==> src/rtl/victim_buffer_fa_if.sv <==
//------------------------------------------------------------------------------
// Module     : victim_buffer_fa_if
// Description: Bus bundle for the fully-associative victim buffer.
//              Groups three channels:
//                ins_* : eviction from the main cache into the buffer
//                lk_*  : combinational swap lookup
//                wb_*  : dirty-line writeback to memory
//              With VICTIM_BUF_FLUSH_EN defined, flush_req/flush_done are
//              added.
//              Modports:
//                slave  - the victim buffer
//                master - the cache / memory side driving it
// Revision   : 1.0 - initial release
//------------------------------------------------------------------------------
`default_nettype none

interface victim_buffer_fa_if #(
    parameter int S_LADDR = 27,
    parameter int S_LINE  = 256
);
    logic               ins_valid;
    logic               ins_ready;
    logic [S_LADDR-1:0] ins_laddr;
    logic [S_LINE-1:0]  ins_data;
    logic               ins_dirty;

    logic               lk_valid;
    logic [S_LADDR-1:0] lk_laddr;
    logic               lk_hit;
    logic [S_LINE-1:0]  lk_data;
    logic               lk_dirty;

    logic               wb_valid;
    logic               wb_ready;
    logic [S_LADDR-1:0] wb_laddr;
    logic [S_LINE-1:0]  wb_data;

`ifdef VICTIM_BUF_FLUSH_EN
    logic               flush_req;
    logic               flush_done;
`endif

    modport slave (
        input  ins_valid, ins_laddr, ins_data, ins_dirty,
        output ins_ready,
        input  lk_valid, lk_laddr,
        output lk_hit, lk_data, lk_dirty,
        output wb_valid, wb_laddr, wb_data,
        input  wb_ready
`ifdef VICTIM_BUF_FLUSH_EN
        ,
        input  flush_req,
        output flush_done
`endif
    );

    modport master (
        output ins_valid, ins_laddr, ins_data, ins_dirty,
        input  ins_ready,
        output lk_valid, lk_laddr,
        input  lk_hit, lk_data, lk_dirty,
        input  wb_valid, wb_laddr, wb_data,
        output wb_ready
`ifdef VICTIM_BUF_FLUSH_EN
        ,
        output flush_req,
        input  flush_done
`endif
    );
endinterface

`default_nettype wire

==> src/rtl/victim_buffer_fa.sv <==
//------------------------------------------------------------------------------
// Module     : victim_buffer_fa
// Description: Fully-associative victim buffer with age-based replacement.
//              Lines evicted by the main cache are inserted here; a lookup
//              hit hands the line back (swap) and frees the entry.  Replacing
//              a dirty line parks it in a writeback register and blocks
//              further inserts until memory accepts it.
//              Optional flush (macro VICTIM_BUF_FLUSH_EN): writes back every
//              dirty entry in index order, then invalidates the buffer.
// Ports      : clk  - clock, rising edge
//              rst  - asynchronous active-high reset
//              bus  - victim_buffer_fa_if.slave (ins_*, lk_*, wb_*, and
//                     flush_req/flush_done when flush is compiled in)
// Revision   : 1.0 - initial release
//------------------------------------------------------------------------------
`default_nettype none

module victim_buffer_fa #(
    parameter int ENTRIES  = 4,
    parameter int S_OFFSET = 5,
    parameter int S_LINE   = 256
) (
    input  wire logic         clk,
    input  wire logic         rst,
    victim_buffer_fa_if.slave bus
);
    localparam int              S_LADDR = 32 - S_OFFSET;
    localparam int              IW      = $clog2(ENTRIES);
    localparam logic [IW-1:0]   AGE_MAX = IW'(ENTRIES - 1);

`ifdef VICTIM_BUF_FLUSH_EN
    typedef enum logic [1:0] {ST_IDLE = 2'd0, ST_WB = 2'd1, ST_FLUSH = 2'd2} state_t;
`else
    typedef enum logic [1:0] {ST_IDLE = 2'd0, ST_WB = 2'd1} state_t;
`endif

    state_t state_q, state_d;

    // Entry storage: control bits are reset, payload is not.
    logic               valid_q [ENTRIES];
    logic               dirty_q [ENTRIES];
    logic [IW-1:0]      age_q   [ENTRIES];
    logic [S_LADDR-1:0] laddr_q [ENTRIES];
    logic [S_LINE-1:0]  data_q  [ENTRIES];

    logic [S_LADDR-1:0] wb_laddr_q;
    logic [S_LINE-1:0]  wb_data_q;

    logic               w_hit_any,   w_lk_hit;
    logic [IW-1:0]      w_hit_idx;
    logic               w_match_any;
    logic [IW-1:0]      w_match_idx;
    logic               w_free_any;
    logic [IW-1:0]      w_free_idx;
    logic [IW-1:0]      w_old_idx,   w_old_age;
    logic [IW-1:0]      w_tgt_idx,   w_tgt_old_age;
    logic               w_tgt_merge, w_evict_dirty;
    logic               w_ins_fire,  w_wb_shadow;
    logic               w_flushing,  w_flush_start, w_flush_last;

    //--------------------------------------------------------------------------
    // Flush sequencer (optional)
    //--------------------------------------------------------------------------
`ifdef VICTIM_BUF_FLUSH_EN
    logic [IW-1:0] flush_idx_q;
    logic          flush_done_q;
    logic          w_flush_need, w_flush_adv;

    assign w_flushing    = (state_q == ST_FLUSH);
    assign w_flush_start = (state_q == ST_IDLE) && bus.flush_req;
    assign w_flush_need  = valid_q[flush_idx_q] && dirty_q[flush_idx_q];
    // Clean or empty slots are skipped in one cycle; dirty ones wait for memory.
    assign w_flush_adv   = w_flushing && (!w_flush_need || bus.wb_ready);
    assign w_flush_last  = w_flush_adv && (flush_idx_q == AGE_MAX);

    always_ff @(posedge clk or posedge rst) begin
        if (rst) begin
            flush_idx_q  <= '0;
            flush_done_q <= 1'b0;
        end else begin
            flush_done_q <= w_flush_last;
            if (w_flush_adv)
                flush_idx_q <= flush_idx_q + 1'b1;   // wraps to 0 after last slot
        end
    end

    assign bus.flush_done = flush_done_q;
    assign bus.wb_valid   = (state_q == ST_WB) || (w_flushing && w_flush_need);
    assign bus.wb_laddr   = w_flushing ? laddr_q[flush_idx_q] : wb_laddr_q;
    assign bus.wb_data    = w_flushing ? data_q[flush_idx_q]  : wb_data_q;
`else
    assign w_flushing    = 1'b0;
    assign w_flush_start = 1'b0;
    assign w_flush_last  = 1'b0;
    assign bus.wb_valid  = (state_q == ST_WB);
    assign bus.wb_laddr  = wb_laddr_q;
    assign bus.wb_data   = wb_data_q;
`endif

    //--------------------------------------------------------------------------
    // Lookup, insert-target selection
    //--------------------------------------------------------------------------
    // The parked writeback line is owned by the memory path: never report it.
    assign w_wb_shadow = (state_q == ST_WB) && (bus.lk_laddr == wb_laddr_q);
    assign w_ins_fire  = bus.ins_valid && bus.ins_ready;

    always_comb begin
        w_hit_any     = 1'b0;
        w_hit_idx     = '0;
        w_match_any   = 1'b0;
        w_match_idx   = '0;
        w_free_any    = 1'b0;
        w_free_idx    = '0;
        w_old_idx     = '0;
        w_old_age     = '0;
        w_lk_hit      = 1'b0;
        w_tgt_idx     = '0;
        w_tgt_old_age = AGE_MAX;
        w_tgt_merge   = 1'b0;
        w_evict_dirty = 1'b0;

        for (int i = 0; i < ENTRIES; i++) begin
            if (!w_hit_any && valid_q[i] && (laddr_q[i] == bus.lk_laddr)) begin
                w_hit_any = 1'b1;
                w_hit_idx = IW'(i);
            end
            if (!w_free_any && !valid_q[i]) begin
                w_free_any = 1'b1;
                w_free_idx = IW'(i);
            end
            // Strict compare keeps the lowest index among equal oldest ages.
            if (valid_q[i] && (age_q[i] > w_old_age)) begin
                w_old_age = age_q[i];
                w_old_idx = IW'(i);
            end
        end

        w_lk_hit = bus.lk_valid && w_hit_any && !w_flushing && !w_wb_shadow;

        // An entry leaving via swap this cycle cannot absorb the insert.
        for (int i = 0; i < ENTRIES; i++) begin
            if (!w_match_any && valid_q[i] && (laddr_q[i] == bus.ins_laddr) &&
                !(w_lk_hit && (w_hit_idx == IW'(i)))) begin
                w_match_any = 1'b1;
                w_match_idx = IW'(i);
            end
        end

        // Merging into an existing copy wins so a line never lives twice.
        if (w_match_any) begin
            w_tgt_idx     = w_match_idx;
            w_tgt_old_age = age_q[w_match_idx];
            w_tgt_merge   = 1'b1;
        end else if (w_lk_hit) begin
            w_tgt_idx     = w_hit_idx;
        end else if (w_free_any) begin
            w_tgt_idx     = w_free_idx;
        end else begin
            w_tgt_idx     = w_old_idx;
            w_tgt_old_age = w_old_age;
            w_evict_dirty = dirty_q[w_old_idx];
        end
    end

    assign bus.lk_hit    = w_lk_hit;
    assign bus.lk_data   = w_lk_hit ? data_q[w_hit_idx] : '0;
    assign bus.lk_dirty  = w_lk_hit && dirty_q[w_hit_idx];
    assign bus.ins_ready = (state_q == ST_IDLE) && !w_flush_start;

    //--------------------------------------------------------------------------
    // FSM
    //--------------------------------------------------------------------------
    always_ff @(posedge clk or posedge rst) begin
        if (rst) state_q <= ST_IDLE;
        else     state_q <= state_d;
    end

    always_comb begin
        state_d = state_q;
        case (state_q)
            ST_IDLE: begin
                if (w_flush_start)
                    state_d = state_t'(2'd2);
                else if (w_ins_fire && w_evict_dirty)
                    state_d = ST_WB;
            end
            ST_WB: begin
                if (bus.wb_ready)
                    state_d = ST_IDLE;
            end
`ifdef VICTIM_BUF_FLUSH_EN
            ST_FLUSH: begin
                if (w_flush_last)
                    state_d = ST_IDLE;
            end
`endif
            default: state_d = ST_IDLE;
        endcase
    end

    //--------------------------------------------------------------------------
    // Entry control bits and ages
    //--------------------------------------------------------------------------
    always_ff @(posedge clk or posedge rst) begin
        if (rst) begin
            for (int i = 0; i < ENTRIES; i++) begin
                valid_q[i] <= 1'b0;
                dirty_q[i] <= 1'b0;
                age_q[i]   <= '0;
            end
        end else begin
            for (int i = 0; i < ENTRIES; i++) begin
                if (w_flush_last) begin
                    valid_q[i] <= 1'b0;
                    dirty_q[i] <= 1'b0;
                    age_q[i]   <= '0;
                end else if (w_ins_fire && (w_tgt_idx == IW'(i))) begin
                    valid_q[i] <= 1'b1;
                    dirty_q[i] <= w_tgt_merge ? (dirty_q[i] | bus.ins_dirty) : bus.ins_dirty;
                    age_q[i]   <= '0;
                end else if (w_lk_hit && (w_hit_idx == IW'(i))) begin
                    valid_q[i] <= 1'b0;
                    dirty_q[i] <= 1'b0;
                end else if (w_ins_fire && valid_q[i] && (age_q[i] < w_tgt_old_age) &&
                             (age_q[i] != AGE_MAX)) begin
                    age_q[i] <= age_q[i] + 1'b1;
                end
            end
        end
    end

    // Payload storage and the parked writeback line carry no reset.
    always_ff @(posedge clk) begin
        if (w_ins_fire) begin
            if (w_evict_dirty) begin
                wb_laddr_q <= laddr_q[w_tgt_idx];
                wb_data_q  <= data_q[w_tgt_idx];
            end
            laddr_q[w_tgt_idx] <= bus.ins_laddr;
            data_q[w_tgt_idx]  <= bus.ins_data;
        end
    end

endmodule

`default_nettype wire

==> src/flat_wrapper.sv <==
// flat-port wrapper written by rule: the top's interface ports become plain ports
module victim_buffer_fa_flat 
#(
    parameter int ENTRIES  = 4,
    parameter int S_OFFSET = 5,
    parameter int S_LINE   = 256
)
  (clk, rst, bus_ins_valid, bus_ins_laddr, bus_ins_data, bus_ins_dirty, bus_ins_ready, bus_lk_valid, bus_lk_laddr, bus_lk_hit, bus_lk_data, bus_lk_dirty, bus_wb_valid, bus_wb_laddr, bus_wb_data, bus_wb_ready);
  victim_buffer_fa_if #(.S_LADDR((32 - S_OFFSET)), .S_LINE(S_LINE)) bus_i ();
  input  wire logic clk;
  input  wire logic rst;
  input wire logic [$bits(bus_i.ins_valid)-1:0] bus_ins_valid;
  input wire logic [$bits(bus_i.ins_laddr)-1:0] bus_ins_laddr;
  input wire logic [$bits(bus_i.ins_data)-1:0] bus_ins_data;
  input wire logic [$bits(bus_i.ins_dirty)-1:0] bus_ins_dirty;
  output wire logic [$bits(bus_i.ins_ready)-1:0] bus_ins_ready;
  input wire logic [$bits(bus_i.lk_valid)-1:0] bus_lk_valid;
  input wire logic [$bits(bus_i.lk_laddr)-1:0] bus_lk_laddr;
  output wire logic [$bits(bus_i.lk_hit)-1:0] bus_lk_hit;
  output wire logic [$bits(bus_i.lk_data)-1:0] bus_lk_data;
  output wire logic [$bits(bus_i.lk_dirty)-1:0] bus_lk_dirty;
  output wire logic [$bits(bus_i.wb_valid)-1:0] bus_wb_valid;
  output wire logic [$bits(bus_i.wb_laddr)-1:0] bus_wb_laddr;
  output wire logic [$bits(bus_i.wb_data)-1:0] bus_wb_data;
  input wire logic [$bits(bus_i.wb_ready)-1:0] bus_wb_ready;
  assign bus_i.ins_valid = bus_ins_valid;
  assign bus_i.ins_laddr = bus_ins_laddr;
  assign bus_i.ins_data = bus_ins_data;
  assign bus_i.ins_dirty = bus_ins_dirty;
  assign bus_ins_ready = bus_i.ins_ready;
  assign bus_i.lk_valid = bus_lk_valid;
  assign bus_i.lk_laddr = bus_lk_laddr;
  assign bus_lk_hit = bus_i.lk_hit;
  assign bus_lk_data = bus_i.lk_data;
  assign bus_lk_dirty = bus_i.lk_dirty;
  assign bus_wb_valid = bus_i.wb_valid;
  assign bus_wb_laddr = bus_i.wb_laddr;
  assign bus_wb_data = bus_i.wb_data;
  assign bus_i.wb_ready = bus_wb_ready;
  victim_buffer_fa #(.ENTRIES(ENTRIES), .S_OFFSET(S_OFFSET), .S_LINE(S_LINE)) u_core (.clk(clk), .rst(rst), .bus(bus_i));
endmodule
==> config.mk <==
export PLATFORM = sky130hd
export DESIGN_NAME = victim_buffer_fa_flat
export DESIGN_NICKNAME = d
export VERILOG_FILES = /design/src/rtl/victim_buffer_fa_if.sv /design/src/rtl/victim_buffer_fa.sv /design/src/flat_wrapper.sv
export SDC_FILE = /design/constraint.sdc
export NUM_CORES = 2
export LEC_CHECK = 0
export BUFFER_PORTS_ARGS = -buffer_cell sky130_fd_sc_hd__buf_4
export CELL_PAD_IN_SITES_DETAIL_PLACEMENT = 1
export CELL_PAD_IN_SITES_GLOBAL_PLACEMENT = 2
export CORE_MARGIN = 2
export CORE_UTILIZATION = 31
export DETAILED_ROUTE_END_ITERATION = 8
export MAX_ROUTING_LAYER = met4
export PLACE_DENSITY_LB_ADDON = 0.1
export SLEW_MARGIN = 20
export SYNTH_ARGS = -nofsm -noshare
export SYNTH_HDL_FRONTEND = slang
export SYNTH_SLANG_ARGS = --single-unit
==> constraint.sdc <==
create_clock -name clk -period 53.6 [get_ports clk]
set_input_delay 8.04 -clock clk [delete_from_list [all_inputs] [get_ports clk]]
set_output_delay 8.04 -clock clk [all_outputs]
set_load 0.1 [all_outputs]
# After elaboration in Yosys (flattened, before gate mapping)
# Memories as Yosys holds them, arrays and structs flattened. A register that Yosys moved wholly into a read port is not among the register bits.
# Cells that the tools add are included.
dict set report op_classes {
  add_sub_neg 4
  reduce_logical 84
  magnitude_cmp 11
  n_eq_ne 26
  muxes 81
  bitwise 7
}
# cell count
set op_table {}
lappend op_table {{2-to-1 mux 256 bit} 1}
lappend op_table {{== test 27 bit} 9}
lappend op_table {{2-to-1 mux 2 bit} 34}
lappend op_table {{logical AND 1 bit} 51}
lappend op_table {{2-to-1 mux 1 bit} 42}
lappend op_table {{logical NOT 1 bit} 16}
lappend op_table {{nonzero test 2 bit} 8}
lappend op_table {{!= test 2 bit (second input constant)} 7}
lappend op_table {{AND reduction 2 bit} 6}
lappend op_table {{greater-or-equal comparator 3 bit (second input constant)} 3}
lappend op_table {{NOT 2 -> 3 bit} 3}
lappend op_table {{adder 2 x 1 -> 2 bit (second input constant)} 4}
lappend op_table {{== test 2 bit (second input constant)} 4}
lappend op_table {{less-than comparator 2 bit} 4}
lappend op_table {{== test 2 x 1 -> 1 bit (second input constant)} 3}
lappend op_table {{> comparator 2 bit} 3}
lappend op_table {{logical NOT 2 bit} 3}
lappend op_table {{!= test 2 x 1 -> 1 bit (second input constant)} 3}
lappend op_table {{binary-select mux 1 bit (select 2 bit)} 2}
lappend op_table {{binary-select mux 2 bit (select 2 bit)} 1}
lappend op_table {{OR 1 bit} 4}
lappend op_table {{one-hot mux 2 bit (2 select lines)} 1}
lappend op_table {{> comparator 2 x 1 -> 1 bit (second input constant)} 1}
dict set report word_totals {
  ff_bits 18
  memories 2
  inputBits 316
  output_inout_bits 543
  ram_bits 1132
}
# name depth width rd rd_ports_with_merged_regs wr line_no
set memory_table {}
lappend memory_table {u_core.data_q 4 256 2 1 1 victim_buffer_fa.sv:44} ;# logic [S_LINE-1:0] data_q [ENTRIES];
lappend memory_table {u_core.laddr_q 4 27 5 1 1 victim_buffer_fa.sv:43} ;# logic [S_LADDR-1:0] laddr_q [ENTRIES];

# Longest topological paths before layout
# An unclocked memory read counts as a cell.
dict set report logic_depth {
  depth_word 48
  mapped_depth 26
}

# Worst setup path before layout
# No wires, ideal clock.
dict set report synth_path {
  path_kind {input port to flip-flop}
  start {input bus_lk_laddr[18]}
  end {register u_core.dirty_q[1] (netlist name)}
  path_buffers 3
  stages 13
  arrival_time_ns 22.929
  path_slack_ns 30.514
  cell_sequence {buf_2 xnor2_1 nand4_1 or4_1 or2_4 a31o_1 buf_4 mux2_4 o21bai_2 nand2_2 buf_2 nor2_1 a32o_1}
}
dict set report synth_via {
  elab_chain_cells 40
  word_cells_on_any_way 66
  classes_between {eq/ne: 9; mux: 19; reduce/logical: 38}
}
# element line_no
set synth_lines {}
lappend synth_lines {{start, declared} flat_wrapper.sv:18} ;# input wire logic [$bits(bus_i.lk_laddr)-1:0] bus_lk_laddr;
lappend synth_lines {{== test 27 bit} victim_buffer_fa.sv:123} ;# if (!w_hit_any && valid_q[i] && (laddr_q[i] == bus.lk_laddr)) begin
lappend synth_lines {{logical AND 1 bit} victim_buffer_fa.sv:123}
lappend synth_lines {{2-to-1 mux 1 bit} victim_buffer_fa.sv:123}
lappend synth_lines {{logical NOT 1 bit} victim_buffer_fa.sv:123}
lappend synth_lines {{logical AND 1 bit (2 in a row)} victim_buffer_fa.sv:123}
lappend synth_lines {{2-to-1 mux 1 bit} victim_buffer_fa.sv:123}
lappend synth_lines {{logical NOT 1 bit} victim_buffer_fa.sv:123}
lappend synth_lines {{logical AND 1 bit (2 in a row)} victim_buffer_fa.sv:123}
lappend synth_lines {{[... 20 more ...]} -}
lappend synth_lines {{2-to-1 mux 1 bit} victim_buffer_fa.sv:142} ;# if (!w_match_any && valid_q[i] && (laddr_q[i] == bus.ins_laddr) &&
lappend synth_lines {{logical NOT 1 bit} victim_buffer_fa.sv:142}
lappend synth_lines {{logical AND 1 bit (3 in a row)} victim_buffer_fa.sv:142}
lappend synth_lines {{2-to-1 mux 2 bit or 2-to-1 mux 1 bit (tied branches)} victim_buffer_fa.sv:142}
lappend synth_lines {{2-to-1 mux 2 bit} victim_buffer_fa.sv:150} ;# if (w_match_any) begin
lappend synth_lines {{== test 2 bit} victim_buffer_fa.sv:217} ;# end else if (w_ins_fire && (w_tgt_idx == IW'(i))) begin
lappend synth_lines {{logical AND 1 bit} victim_buffer_fa.sv:217}
lappend synth_lines {{2-to-1 mux 1 bit or nonzero test 2 bit (tied branches)} -}
lappend synth_lines {{end signal, assigned by index} victim_buffer_fa.sv:219} ;# dirty_q[i] <= w_tgt_merge ? (dirty_q[i] | bus.ins_dirty) : bus.ins_dirty;
lappend synth_lines {{end, declared} victim_buffer_fa.sv:41} ;# logic dirty_q [ENTRIES];
# Several ways; a longest one is shown, not always the timed one.
# A chain may end at the register's enable or synchronous reset.

# Final worst setup path
dict set report layout_path {
  start {input bus_lk_laddr[13]}
  end {output bus_lk_data[104]}
}
dict set report layout_via {
  elab_chain_cells 18
  word_cells_on_any_way 28
  classes_between {eq/ne: 5; mux: 8; reduce/logical: 14; memory: 1}
}
# element line_no
set layout_lines {}
lappend layout_lines {{parallel branches: the longest is 17 deep, another holds == test 27 bit} -}
lappend layout_lines {{2-to-1 mux 256 bit *} victim_buffer_fa.sv:166} ;# assign bus.lk_data = w_lk_hit ? data_q[w_hit_idx] : '0;
lappend layout_lines {{end, declared} flat_wrapper.sv:20} ;# output wire logic [$bits(bus_i.lk_data)-1:0] bus_lk_data;
# Mark *: on every way between the ends.

==> results.yml <==
setup_path:
  reg2reg_from: "u_core.age_q[7]"
  endpoint: "bus_lk_data[104]"
  crit_start: "bus_lk_laddr[13]"
  rrSetupSlack_ps: 44130
  crit_path_end_kind: "output pin"
  setup.worst_path.start_class: "input pin"
  cp.depth: 13
  required_ps: 45560
  r2r_end: "u_core.bus.wb_data[112]"
  slowest_delay_ps: 820
  critical_path.top_delay_family: "buffers and inverters"
  critPathKind: "input pin to output pin"
  cp_data_arrival_time_ps: 14150
  cp_cell_sequence: "buf_4 -> xnor2_1 -> nand4_1 -> nor4_1 -> nand2_1 -> a21boi_4 -> buf_4 -> buf_4 -> buf_4 -> buf_4 -> a211oi_1 -> a211oi_1 -> buf_4"
  rr_worst_depth: 28
  cp_max_fo: 56
  critPathSlowestCell: "nor4_1"
  cp_num_buf_inv: 6
  cpMostUsedCell: "buf_4"
clocking:
  cts_setup_buffers: 0
  cts_resized: 0
  numCtsBuffers: 171
  htreeDepth: 4
  cts_tree: "built"
  path_clk_slew_ps: 50
  clock-sinks: 1432
  cts-root-buf: "clkbuf_16"
  clk_latency_ps: 810
  cts_hold_buf: 0
  cts_max_path_buffers: 3
final_layout:
  layout_commonest_cell: "edfxtp_1"
  final_nets: 5634
  drive_above_1_share_pct: 21.8
  syn_to_final_growth_pct: 22.0
  final_cell_mix: "1415 x edfxtp_1, 917 x buf_4, 798 x a211oi_1"
  fin_area_sq_um: 80000
timing:
  worst_slack_ps: 31410
  fmaxAchievable_mhz: 45.1
  fin_hold_ws_ps: 571
  finalHoldViolCount: 0
  tns_ps: 0
  finalCriticalPeriod_ps: 22190
  slew_headroom_pct: 16.5
  skew_ps: 54.0
  setup_viol: 0
  maxSlewViolCount: 0
  worst_pin_slew_ps: 1250
  rsz0062_at_grt: "no"
  period_share_pct: 41.4
logic_synthesis:
  syn_area_per_cell_sq_um: 14.3
  ys.flop_type: "edfxtp_1"
  synth_edf_count: 1415
  synth_cell_types: 76
  async_flop_share_pct: 1.19
  yosysSeqAreaShare_pct: 65.5
  synthTopCellsByArea: "edfxtp_1 65%, a211oi_1 9.1%, mux2i_1 8.4%"
  yosys.area.top_type: "edfxtp_1"
  syn_area_sq_um: 65600
  yosysTopAreaCellShare_pct: 64.8
  synth_nets: 4901
  syn_inst: 4570
  synth_seq_cells: 1432
  ys_warn_count: 0
floorplanning:
  die_width_um: 464
  die_h_um: 464
  die-area_sq_um: 215000
  rows: 168
  start_util_pct: 31.2
  boundaryPins: 859
  core_area_sq_um: 210000
detailed_routing:
  dr.pass1.iters: 5
  drt_iter0_drc: 2385
  vias_per_cell: 5.13
  antenna_left: 0
  vias: 42500
  drcViolationCount: 0
  drt-wirelength-per-cell_um: 28.1
  routed_wl_um: 233000
hold_path:
  hp-class: "flop to flop"
placed_design:
  port_buffers: 858
  gp_congestion: 0.919
  placed_area_sq_um: 74400
  place_ws_ps: 31600
  dp_hpwl_um: 156000
outcome:
  status: "finished, final reports clean"
global_route:
  grt_overflow: 0
  gr-usage-all-layers_pct: 21.7
  grt_pass1_vias: 44100
  grt_antenna_before_repair: 55
  grt_pass1_wl_um: 331000
  grt_max_degree: 166
job:
  cap_violations: 0
[cell families after synthesis]
logic type | after synthesis | synth area share, %
compound gates | 1146 | 12.1
xor+xnor | 242 | 3.27
fa+ha+maj | 15 | 0.286
buf+inv | 384 | 2.88
flops | 1432 | 65.5
mux | 551 | 8.43
simple gates | 800 | 7.58
[routing by layer]
metal	track usage (%)	wire, um	up-vias
met4	6.02	6330	0
met1	25.8	96900	21800
met5	-	0	-
met2	35.8	114000	979
li1	-	-	19500
met3	6.50	15900	296
[through the flow]
step	cells	utilization [%]
final	8290	38.1
after global placement	7934	35.4
after floorplan	4570	-
after detailed placement	7934	35.4
after CTS	8246	38.0
after global routing	8289	38.1
[worst min-delay path, delay by kind of cell (launching register included)]
kind / cells / cell delay (ps)
flip-flops: 1 / 370
buffers and inverters: 1 / 80
AO/OA/AOI/OAI: 1 / 80
[sequential cells by signal, indices dropped and copies added, names as in the netlist]
register / count
u_core.dirty_q: 4
u_core.laddr_q: 108
u_core.valid_q: 4
u_core.bus.wb_data: 256
u_core.state_q: 1
u_core.age_q: 8
u_core.data_q: 1024
u_core.bus.wb_laddr: 27
[cell usage after synthesis, types with 11 or more instances]
cell type,instances
a211oi_1,798
a21oi_1,290
buf_2,104
buf_4,35
buf_6,22
clkbuf_1,197
dfrtp_1,17
edfxtp_1,1415
ha_1,15
inv_1,17
mux2i_1,548
nand2_1,22
nand2b_1,15
nand3_1,17
nand4_1,72
nor2_1,20
nor2b_1,544
nor3_1,11
nor4_1,47
o21ai_0,13
xnor2_1,136
xor2_1,103
[area by class of cell]
class	count	area (sq um)
clock inverters	99	996
flip-flops and latches	1432	42900
well taps	2805	3510
clock buffers	213	4480
repair buffers	927	7090
diodes	43	108
multi-input cells	2754	20800
fillers	21600	130000
inverters	17	63.8
[worst min-delay path by stage]
stage / startpoint / to / depth (start not counted)
detailed placement: u_core.dirty_q[0] / u_core.dirty_q[0] / 2
global placement: u_core.dirty_q[0] / u_core.dirty_q[0] / 2
finish: u_core.dirty_q[0] / u_core.dirty_q[0] / 2
CTS: u_core.dirty_q[0] / u_core.dirty_q[0] / 2
global route: u_core.dirty_q[1] / u_core.dirty_q[1] / 1
floorplan: u_core.dirty_q[2] / u_core.dirty_q[2] / 1
Power is not shown: default switching activity piles up to over one toggle a cycle in this logic, so the estimate is an artifact.
